## config.mk

```make
export PLATFORM = sky130hd
export DESIGN_NAME = mlp_layer_seq_flat
export DESIGN_NICKNAME = d
export VERILOG_FILES = /design/src/rtl/mlp_ctrl_pkg.sv /design/src/rtl/mlp_layer_seq_if.sv /design/src/rtl/layer_cfg_regfile.sv /design/src/rtl/mlp_layer_seq.sv /design/src/flat_wrapper.sv
export SDC_FILE = /design/constraint.sdc
export NUM_CORES = 1
export LEC_CHECK = 0
export ABC_AREA = 1
export CAP_MARGIN = 40
export CORE_ASPECT_RATIO = 1.4
export CORE_UTILIZATION = 40
export CTS_CLUSTER_DIAMETER = 150
export DETAILED_ROUTE_END_ITERATION = 8
export PLACE_DENSITY = 0.72
export SYNTH_ARGS = -nofsm -noshare
export SYNTH_HDL_FRONTEND = slang
export SYNTH_SLANG_ARGS = --single-unit
```

## constraint.sdc

```tcl
create_clock -name clk -period 2.1 [get_ports clk]
set_clock_uncertainty 0.1 [all_clocks]
set_input_delay 0.315 -clock clk [delete_from_list [all_inputs] [get_ports clk]]
set_output_delay 0.315 -clock clk [all_outputs]
set_load 0.02 [all_outputs]
```

## src/rtl/mlp_ctrl_pkg.sv

```systemverilog
// Shared definitions for the MLP accelerator control path: sequencer states,
// table defaults and the engine handshake widths used by the data mover too.
package mlp_ctrl_pkg;

    localparam int NUM_LAYER_DEF = 4;
    localparam int CNT_BIT_DEF   = 31;
    localparam int LW_DEF        = 2;
    localparam int ENG_RUN_W     = 1;
    localparam int ENG_DONE_W    = 1;
    localparam int BUSY_W        = 32;

    typedef enum logic [1:0] {
        ST_IDLE  = 2'd0,
        ST_ISSUE = 2'd1,
        ST_WAIT  = 2'd2,
        ST_DONE  = 2'd3
    } seq_state_e;

    // Busy counter step that sticks at all-ones instead of wrapping.
    function automatic logic [BUSY_W-1:0] sat_inc(input logic [BUSY_W-1:0] v);
        if (v == {BUSY_W{1'b1}}) begin
            return v;
        end else begin
            return v + BUSY_W'(1);
        end
    endfunction

endpackage

```

## src/rtl/mlp_layer_seq_if.sv

```systemverilog
// Run/idle/done handshake between the layer sequencer and the BRAM
// data-mover/compute engine.
interface mlp_layer_seq_if
    import mlp_ctrl_pkg::*;
#(
    parameter int CNT_BIT = CNT_BIT_DEF,
    parameter int LW      = LW_DEF
) ();

    logic [ENG_RUN_W-1:0]  o_eng_run;
    logic [CNT_BIT-1:0]    o_eng_num_cnt;
    logic [LW-1:0]         o_eng_layer;
    logic                  i_eng_idle;
    logic [ENG_DONE_W-1:0] i_eng_done;

    modport master (
        output o_eng_run, o_eng_num_cnt, o_eng_layer,
        input  i_eng_idle, i_eng_done
    );

    modport slave (
        input  o_eng_run, o_eng_num_cnt, o_eng_layer,
        output i_eng_idle, i_eng_done
    );

endinterface

```

## src/rtl/layer_cfg_regfile.sv

```systemverilog
// Per-layer element-count table; host writes land only while the sequencer
// is idle so a running network never sees its counts change underneath it.
module layer_cfg_regfile #(
    parameter int NUM_LAYER = 4,
    parameter int CNT_BIT   = 31,
    parameter int LW        = 2
) (
    input  logic               clk,
    input  logic               reset_n,
    input  logic               we_i,
    input  logic               idle_i,
    input  logic [LW-1:0]      wr_layer_i,
    input  logic [CNT_BIT-1:0] wr_cnt_i,
    input  logic [LW-1:0]      rd_layer_i,
    output logic [CNT_BIT-1:0] rd_cnt_o
);

    logic [CNT_BIT-1:0] cfg_q [NUM_LAYER];

    // Table storage, cleared by reset, written by the host when idle.
    always_ff @(posedge clk or negedge reset_n) begin
        if (!reset_n) begin
            for (int i = 0; i < NUM_LAYER; i++) begin
                cfg_q[i] <= '0;
            end
        end else if (we_i && idle_i) begin
            cfg_q[wr_layer_i] <= wr_cnt_i;
        end
    end

    assign rd_cnt_o = cfg_q[rd_layer_i];

endmodule

```

## src/rtl/mlp_layer_seq.sv

```systemverilog
// Layer sequencer: walks layers 0..num-1, launching the engine once per
// non-empty layer, and reports one done for the whole network.
module mlp_layer_seq
    import mlp_ctrl_pkg::*;
#(
    parameter int CNT_BIT   = CNT_BIT_DEF,
    parameter int NUM_LAYER = NUM_LAYER_DEF,
    parameter int LW        = LW_DEF
) (
    input  logic               clk,
    input  logic               reset_n,
    input  logic               i_cfg_we,
    input  logic [LW-1:0]      i_cfg_layer,
    input  logic [CNT_BIT-1:0] i_cfg_cnt,
    input  logic [LW:0]        i_num_layer,
    input  logic               i_run,
    output logic               o_idle,
    output logic               o_running,
    output logic               o_done,
    output logic               o_err,
    output logic [LW-1:0]      o_layer,
    output logic [BUSY_W-1:0]  o_busy_cycles,
    mlp_layer_seq_if.master    eng
);

    seq_state_e         state_q;
    logic [LW-1:0]      layer_q;
    logic [LW:0]        num_q;
    logic [BUSY_W-1:0]  busy_q;
    logic               done_q;
    logic               err_q;
    logic               eng_run_q;
    logic [CNT_BIT-1:0] eng_cnt_q;
    logic [LW-1:0]      eng_layer_q;

    logic               idle;
    logic               run_legal;
    logic               is_last;
    logic [LW:0]        last_idx;
    logic [CNT_BIT-1:0] cfg_cnt;

    layer_cfg_regfile #(
        .NUM_LAYER (NUM_LAYER),
        .CNT_BIT   (CNT_BIT),
        .LW        (LW)
    ) u_cfg (
        .clk        (clk),
        .reset_n    (reset_n),
        .we_i       (i_cfg_we),
        .idle_i     (idle),
        .wr_layer_i (i_cfg_layer),
        .wr_cnt_i   (i_cfg_cnt),
        .rd_layer_i (layer_q),
        .rd_cnt_o   (cfg_cnt)
    );

    assign idle      = (state_q == ST_IDLE);
    assign run_legal = (i_num_layer != '0) && (i_num_layer <= (LW+1)'(NUM_LAYER));
    assign last_idx  = num_q - (LW+1)'(1);
    assign is_last   = ({1'b0, layer_q} == last_idx);

    // Sequencer FSM with its counters and all registered outputs.
    always_ff @(posedge clk or negedge reset_n) begin
        if (!reset_n) begin
            state_q     <= ST_IDLE;
            layer_q     <= '0;
            num_q       <= '0;
            busy_q      <= '0;
            done_q      <= 1'b0;
            err_q       <= 1'b0;
            eng_run_q   <= 1'b0;
            eng_cnt_q   <= '0;
            eng_layer_q <= '0;
        end else begin
            done_q    <= 1'b0;
            err_q     <= 1'b0;
            eng_run_q <= 1'b0;
            if (state_q != ST_IDLE) begin
                busy_q <= sat_inc(busy_q);
            end
            case (state_q)
                ST_IDLE: begin
                    if (i_run && run_legal) begin
                        num_q   <= i_num_layer;
                        layer_q <= '0;
                        busy_q  <= '0;
                        state_q <= ST_ISSUE;
                    end else if (i_run) begin
                        err_q <= 1'b1;
                    end
                end
                ST_ISSUE: begin
                    // An empty layer advances exactly as if the engine had finished it.
                    if (cfg_cnt == '0) begin
                        if (is_last) begin
                            done_q  <= 1'b1;
                            state_q <= ST_DONE;
                        end else begin
                            layer_q <= layer_q + LW'(1);
                        end
                    end else if (eng.i_eng_idle) begin
                        eng_run_q   <= 1'b1;
                        eng_cnt_q   <= cfg_cnt;
                        eng_layer_q <= layer_q;
                        state_q     <= ST_WAIT;
                    end
                end
                ST_WAIT: begin
                    if (eng.i_eng_done != '0) begin
                        if (is_last) begin
                            done_q  <= 1'b1;
                            state_q <= ST_DONE;
                        end else begin
                            layer_q <= layer_q + LW'(1);
                            state_q <= ST_ISSUE;
                        end
                    end
                end
                ST_DONE: begin
                    state_q <= ST_IDLE;
                end
                default: begin
                    state_q <= ST_IDLE;
                end
            endcase
        end
    end

    assign o_idle            = idle;
    assign o_running         = ~idle;
    assign o_done            = done_q;
    assign o_err             = err_q;
    assign o_layer           = layer_q;
    assign o_busy_cycles     = busy_q;
    assign eng.o_eng_run     = eng_run_q;
    assign eng.o_eng_num_cnt = eng_cnt_q;
    assign eng.o_eng_layer   = eng_layer_q;

endmodule

```

## src/flat_wrapper.sv

```systemverilog
// flat-port wrapper written by rule: the top's interface ports become plain ports
module mlp_layer_seq_flat import mlp_ctrl_pkg::*;
#(
    parameter int CNT_BIT   = CNT_BIT_DEF,
    parameter int NUM_LAYER = NUM_LAYER_DEF,
    parameter int LW        = LW_DEF
)
  (clk, reset_n, i_cfg_we, i_cfg_layer, i_cfg_cnt, i_num_layer, i_run, o_idle, o_running, o_done, o_err, o_layer, o_busy_cycles, eng_o_eng_run, eng_o_eng_num_cnt, eng_o_eng_layer, eng_i_eng_idle, eng_i_eng_done);
  mlp_layer_seq_if #(.CNT_BIT(CNT_BIT), .LW(LW)) eng_i ();
  input  logic clk;
  input  logic reset_n;
  input  logic i_cfg_we;
  input  logic [LW-1:0] i_cfg_layer;
  input  logic [CNT_BIT-1:0] i_cfg_cnt;
  input  logic [LW:0] i_num_layer;
  input  logic i_run;
  output logic o_idle;
  output logic o_running;
  output logic o_done;
  output logic o_err;
  output logic [LW-1:0] o_layer;
  output logic [BUSY_W-1:0] o_busy_cycles;
  output wire logic [$bits(eng_i.o_eng_run)-1:0] eng_o_eng_run;
  output wire logic [$bits(eng_i.o_eng_num_cnt)-1:0] eng_o_eng_num_cnt;
  output wire logic [$bits(eng_i.o_eng_layer)-1:0] eng_o_eng_layer;
  input wire logic [$bits(eng_i.i_eng_idle)-1:0] eng_i_eng_idle;
  input wire logic [$bits(eng_i.i_eng_done)-1:0] eng_i_eng_done;
  assign eng_o_eng_run = eng_i.o_eng_run;
  assign eng_o_eng_num_cnt = eng_i.o_eng_num_cnt;
  assign eng_o_eng_layer = eng_i.o_eng_layer;
  assign eng_i.i_eng_idle = eng_i_eng_idle;
  assign eng_i.i_eng_done = eng_i_eng_done;
  mlp_layer_seq #(.CNT_BIT(CNT_BIT), .NUM_LAYER(NUM_LAYER), .LW(LW)) u_core (.clk(clk), .reset_n(reset_n), .i_cfg_we(i_cfg_we), .i_cfg_layer(i_cfg_layer), .i_cfg_cnt(i_cfg_cnt), .i_num_layer(i_num_layer), .i_run(i_run), .o_idle(o_idle), .o_running(o_running), .o_done(o_done), .o_err(o_err), .o_layer(o_layer), .o_busy_cycles(o_busy_cycles), .eng(eng_i));
endmodule
```

==> flow_summary.ini <==
[run_status]
outcome = complete, but fails checks
failed_checks = negative setup slack

[worst_setup_path]
r2r_end = u_core.state_q[0]
setup.worst_path.end_class = flip-flop
critical_path_required_ps = 2370
critical_path_peak_fanout = 8
start_kind = flip-flop
timing.reg2reg.worst_path_depth = 17
critPathKind = reg -> reg
r2r_setup_slack_ps = -260
regToRegStartpoint = u_core.o_layer[0]
cp.arrival_ps = 2630

[power_and_ir_drop]
power.static_leakage_nw = 6.061
power.clock.fraction = 0.171
power_switching_share = 0.3884
netSwitchingPower_w = 0.007292
irDropWorstVdd_mv = 0.8795
power_density_nw_per_um2 = 1464
power.share.combinational = 0.481
internal_power_w = 0.01148
sequentialPowerShare = 0.349

[global_route]
grt_use_total = 0.2212
wire_length_of_the_first_global_routing_pass_mm = 40.65
grt_max_degree = 75
global_route.overflow_total = 0
grt_antenna_before_repair = 0
vias_in_the_first_global_route = 8181

[synth]
synth-main-ff-cell = sky130_fd_sc_hd__dfrtp_1
ys_seq_area_frac = 0.5361
syn-num-nets = 1209
synth_top_area_share = 0.5361
ys_warn_count = 0
synthesis.area_per_instance_um2 = 8.001
yosysTopAreaCell = sky130_fd_sc_hd__dfrtp_1
synth-edff-count = 0
synth.lib_cells_used.distinct = 35
yosys-top-cells-area = sky130_fd_sc_hd__dfrtp_1 54%, sky130_fd_sc_hd__nand2_1 15%, sky130_fd_sc_hd__o21ai_0 7.5%
synthesis.area_um2 = 9289
postSynth.asyncResetShare = 1.000
postSynthRegisterBits = 199
synthesis.instances = 1161

[placement]
portBuffers = 113
rd_place_congestion = 0.9025
place.detailed.hpwl_mm = 16.78
dp_slack_ps = -81.99

[timing]
final.setup.worst_slack_ps = -256.0
maximum_clock_rate_ghz = 0.4244
layout_min_cycle_time_ps = 2356
max_slew_margin = 0.7071
timing.final.setup_violations = 39
number_of_hold_violations_in_the_final_report = 0
worst_pin_slew_ps = 439.3
rsz0062_at_grt = true
final.period_utilization = 1.122
final-max-slew-violation-count = 0

[floorplan]
die-height_um = 182.3
initial_utilization = 0.4094
pin_count = 114
chipWidth_um = 130.8
placementRows = 65
design.core.area_um2 = 22690
die_area_um2 = 23840

[clock_tree]
max-clock-path-buffers = 2
worst_setup_hold_path_clk_slew_ps = 70
tritoncts = built
clock_sinks = 199
cts_made_buffers = 17
h-tree-depth = 4
clk_root_buffer_cell = sky130_fd_sc_hd__clkbuf_16
clk-insertion-delay-late_ps = 440

[finish]
most-common-layout-cells = 342 x sky130_fd_sc_hd__nand2_1, 193 x sky130_fd_sc_hd__dfrtp_1, 133 x sky130_fd_sc_hd__o21ai_0, 109 x sky130_fd_sc_hd__clkdlybuf4s50_1, 85 x sky130_fd_sc_hd__buf_4
area.growth.synth_to_final_pct = 38.08
final_common_cell = sky130_fd_sc_hd__nand2_1
drive_gt1_frac = 0.1761
fin_nets = 1410
finish.utilization = 0.5653
antenna-diode-count = 0

[worst_hold_path]
tightest_hold_check_type = in -> async

[flow_run]
timing.max_cap.violations = 0

[routing]
via_count = 8788
first_iter_violations = 779
detail_route.vias_per_cell = 5.247
drcViolationCount = 0
drt-wirelength-per-cell_um = 16.79
postRouteAntennaNets = 0
total_routed_wirelength_mm = 28.13
first_pass_iters = 5
## area by class of cell
class                           instances  area (um^2)
Sequential cell                       199         4987
Clock buffer                           25        505.5
Fill cell                            1960         9864
Timing Repair Buffer                  240         2597
Tap cell                              301        376.6
Clock inverter                          6        66.31
Inverter                               81        320.3
Multi-Input combinational cell        822         3964
Timing Repair inverter                  1        8.758
## sequential cells by signal (all words and copies together) (netlist names)
register and flops:
u_core.state_q 2, u_core.eng.o_eng_run 1, u_core.u_cfg.cfg_q 124, u_core.o_layer 2
u_core.o_busy_cycles 32, u_core.eng.o_eng_layer 2, u_core.o_err 1, u_core.o_done 1
u_core.eng.o_eng_num_cnt 31, u_core.num_q 3
## power by group through the flow
stage               combinational, W  clock [W]  sequential (W)
finish                       0.00903    0.00320         0.00655
global route                 0.00987    0.00338         0.00671
CTS                          0.00759    0.00322         0.00648
detailed placement           0.00728          0         0.00652
global placement             0.00714          0         0.00647
floorplan                    0.00366          0         0.00683
## kinds of logic after synthesis
kind of cell               share of synthesized area
and+or+nand+nor                               0.2589
AOI/OAI and AO/OA                             0.1136
DFF                                           0.5361
buffers and inverters                        0.06169
xor gates and xnor gates                     0.02169
adders and majority gates                   0.008082
## synthesized netlist by cell type, types with 2 or more instances
cell,n
sky130_fd_sc_hd__a21oi_1,39
sky130_fd_sc_hd__buf_2,13
sky130_fd_sc_hd__buf_4,4
sky130_fd_sc_hd__buf_6,2
sky130_fd_sc_hd__clkbuf_1,39
sky130_fd_sc_hd__dfrtp_1,199
sky130_fd_sc_hd__ha_1,6
sky130_fd_sc_hd__inv_1,78
sky130_fd_sc_hd__inv_2,2
sky130_fd_sc_hd__nand2_1,377
sky130_fd_sc_hd__nand3_1,87
sky130_fd_sc_hd__nand4_1,9
sky130_fd_sc_hd__nor2_1,88
sky130_fd_sc_hd__nor2_2,2
sky130_fd_sc_hd__nor3_1,13
sky130_fd_sc_hd__nor3_2,2
sky130_fd_sc_hd__nor3b_1,3
sky130_fd_sc_hd__o21ai_0,140
sky130_fd_sc_hd__o21ai_1,17
sky130_fd_sc_hd__o31ai_1,5
sky130_fd_sc_hd__xnor2_1,4
sky130_fd_sc_hd__xor2_1,19
## worst max-delay path: stages (launching register included)
cell,delay (ps)
sky130_fd_sc_hd__dfrtp_2,370
sky130_fd_sc_hd__buf_12,180
sky130_fd_sc_hd__inv_16,60
sky130_fd_sc_hd__clkbuf_16,160
sky130_fd_sc_hd__nand2_1,60
sky130_fd_sc_hd__nand3_1,60
sky130_fd_sc_hd__nand2_1,110
sky130_fd_sc_hd__nand2_1,70
sky130_fd_sc_hd__nor2_2,130
sky130_fd_sc_hd__nand2_1,100
sky130_fd_sc_hd__nor2_2,140
sky130_fd_sc_hd__buf_4,120
sky130_fd_sc_hd__buf_4,90
sky130_fd_sc_hd__buf_4,100
sky130_fd_sc_hd__nand4_1,130
sky130_fd_sc_hd__nand2_1,140
sky130_fd_sc_hd__nand2_1,80
sky130_fd_sc_hd__nand2_1,70
## timing repair
action,CTS,global route
resized for setup,22,76
pin swaps,5,12
gates cloned,1,17
buffers inserted,8,19
endpoints found under the hold margin,199,0
hold buffers,1,0
setup endpoints to repair,39,150
## routing by layer
| layer | track usage | up-vias | share of wire |
|---|---|---|---|
| met5 | 0 | - | 0 |
| met4 | 0.1154 | 0 | 0.044 |
| met3 | 0.04515 | 81 | 0.058 |
| met2 | 0.3647 | 371 | 0.50 |
| met1 | 0.2700 | 4191 | 0.40 |
| li1 | - | 4145 | - |
## metrics by stage
stage	TNS [ps]	total power, W	cell area (um^2)	std cells	hold slack [ps]
after floorplan	0	0.01049	9306	1161	-80.59
after CTS	-96.55	0.01729	12090	1639	161.6
final	-6784	0.01878	12830	1675	171.1
after global placement	-230.1	0.01362	11370	1598	59.62
after detailed placement	-1052	0.01380	11370	1598	57.83
after global routing	-10530	0.01996	12830	1675	161.7
## worst max-delay path by stage
stage / end / start / depth (start not counted) / slack, ps
floorplan: u_core.eng.o_eng_layer[1] / u_core.o_layer[1] / 14 / 4
global placement: u_core.eng.o_eng_num_cnt[1] / u_core.o_layer[0] / 15 / -50
detailed placement: u_core.eng.o_eng_num_cnt[1] / u_core.o_layer[0] / 14 / -80
CTS: u_core.eng.o_eng_num_cnt[28] / u_core.o_layer[0] / 14 / -20
global route: u_core.state_q[0] / u_core.o_layer[0] / 17 / -360
finish: u_core.state_q[0] / u_core.o_layer[0] / 17 / -260
No activity file was read; power rests on OpenSTA's default activity.
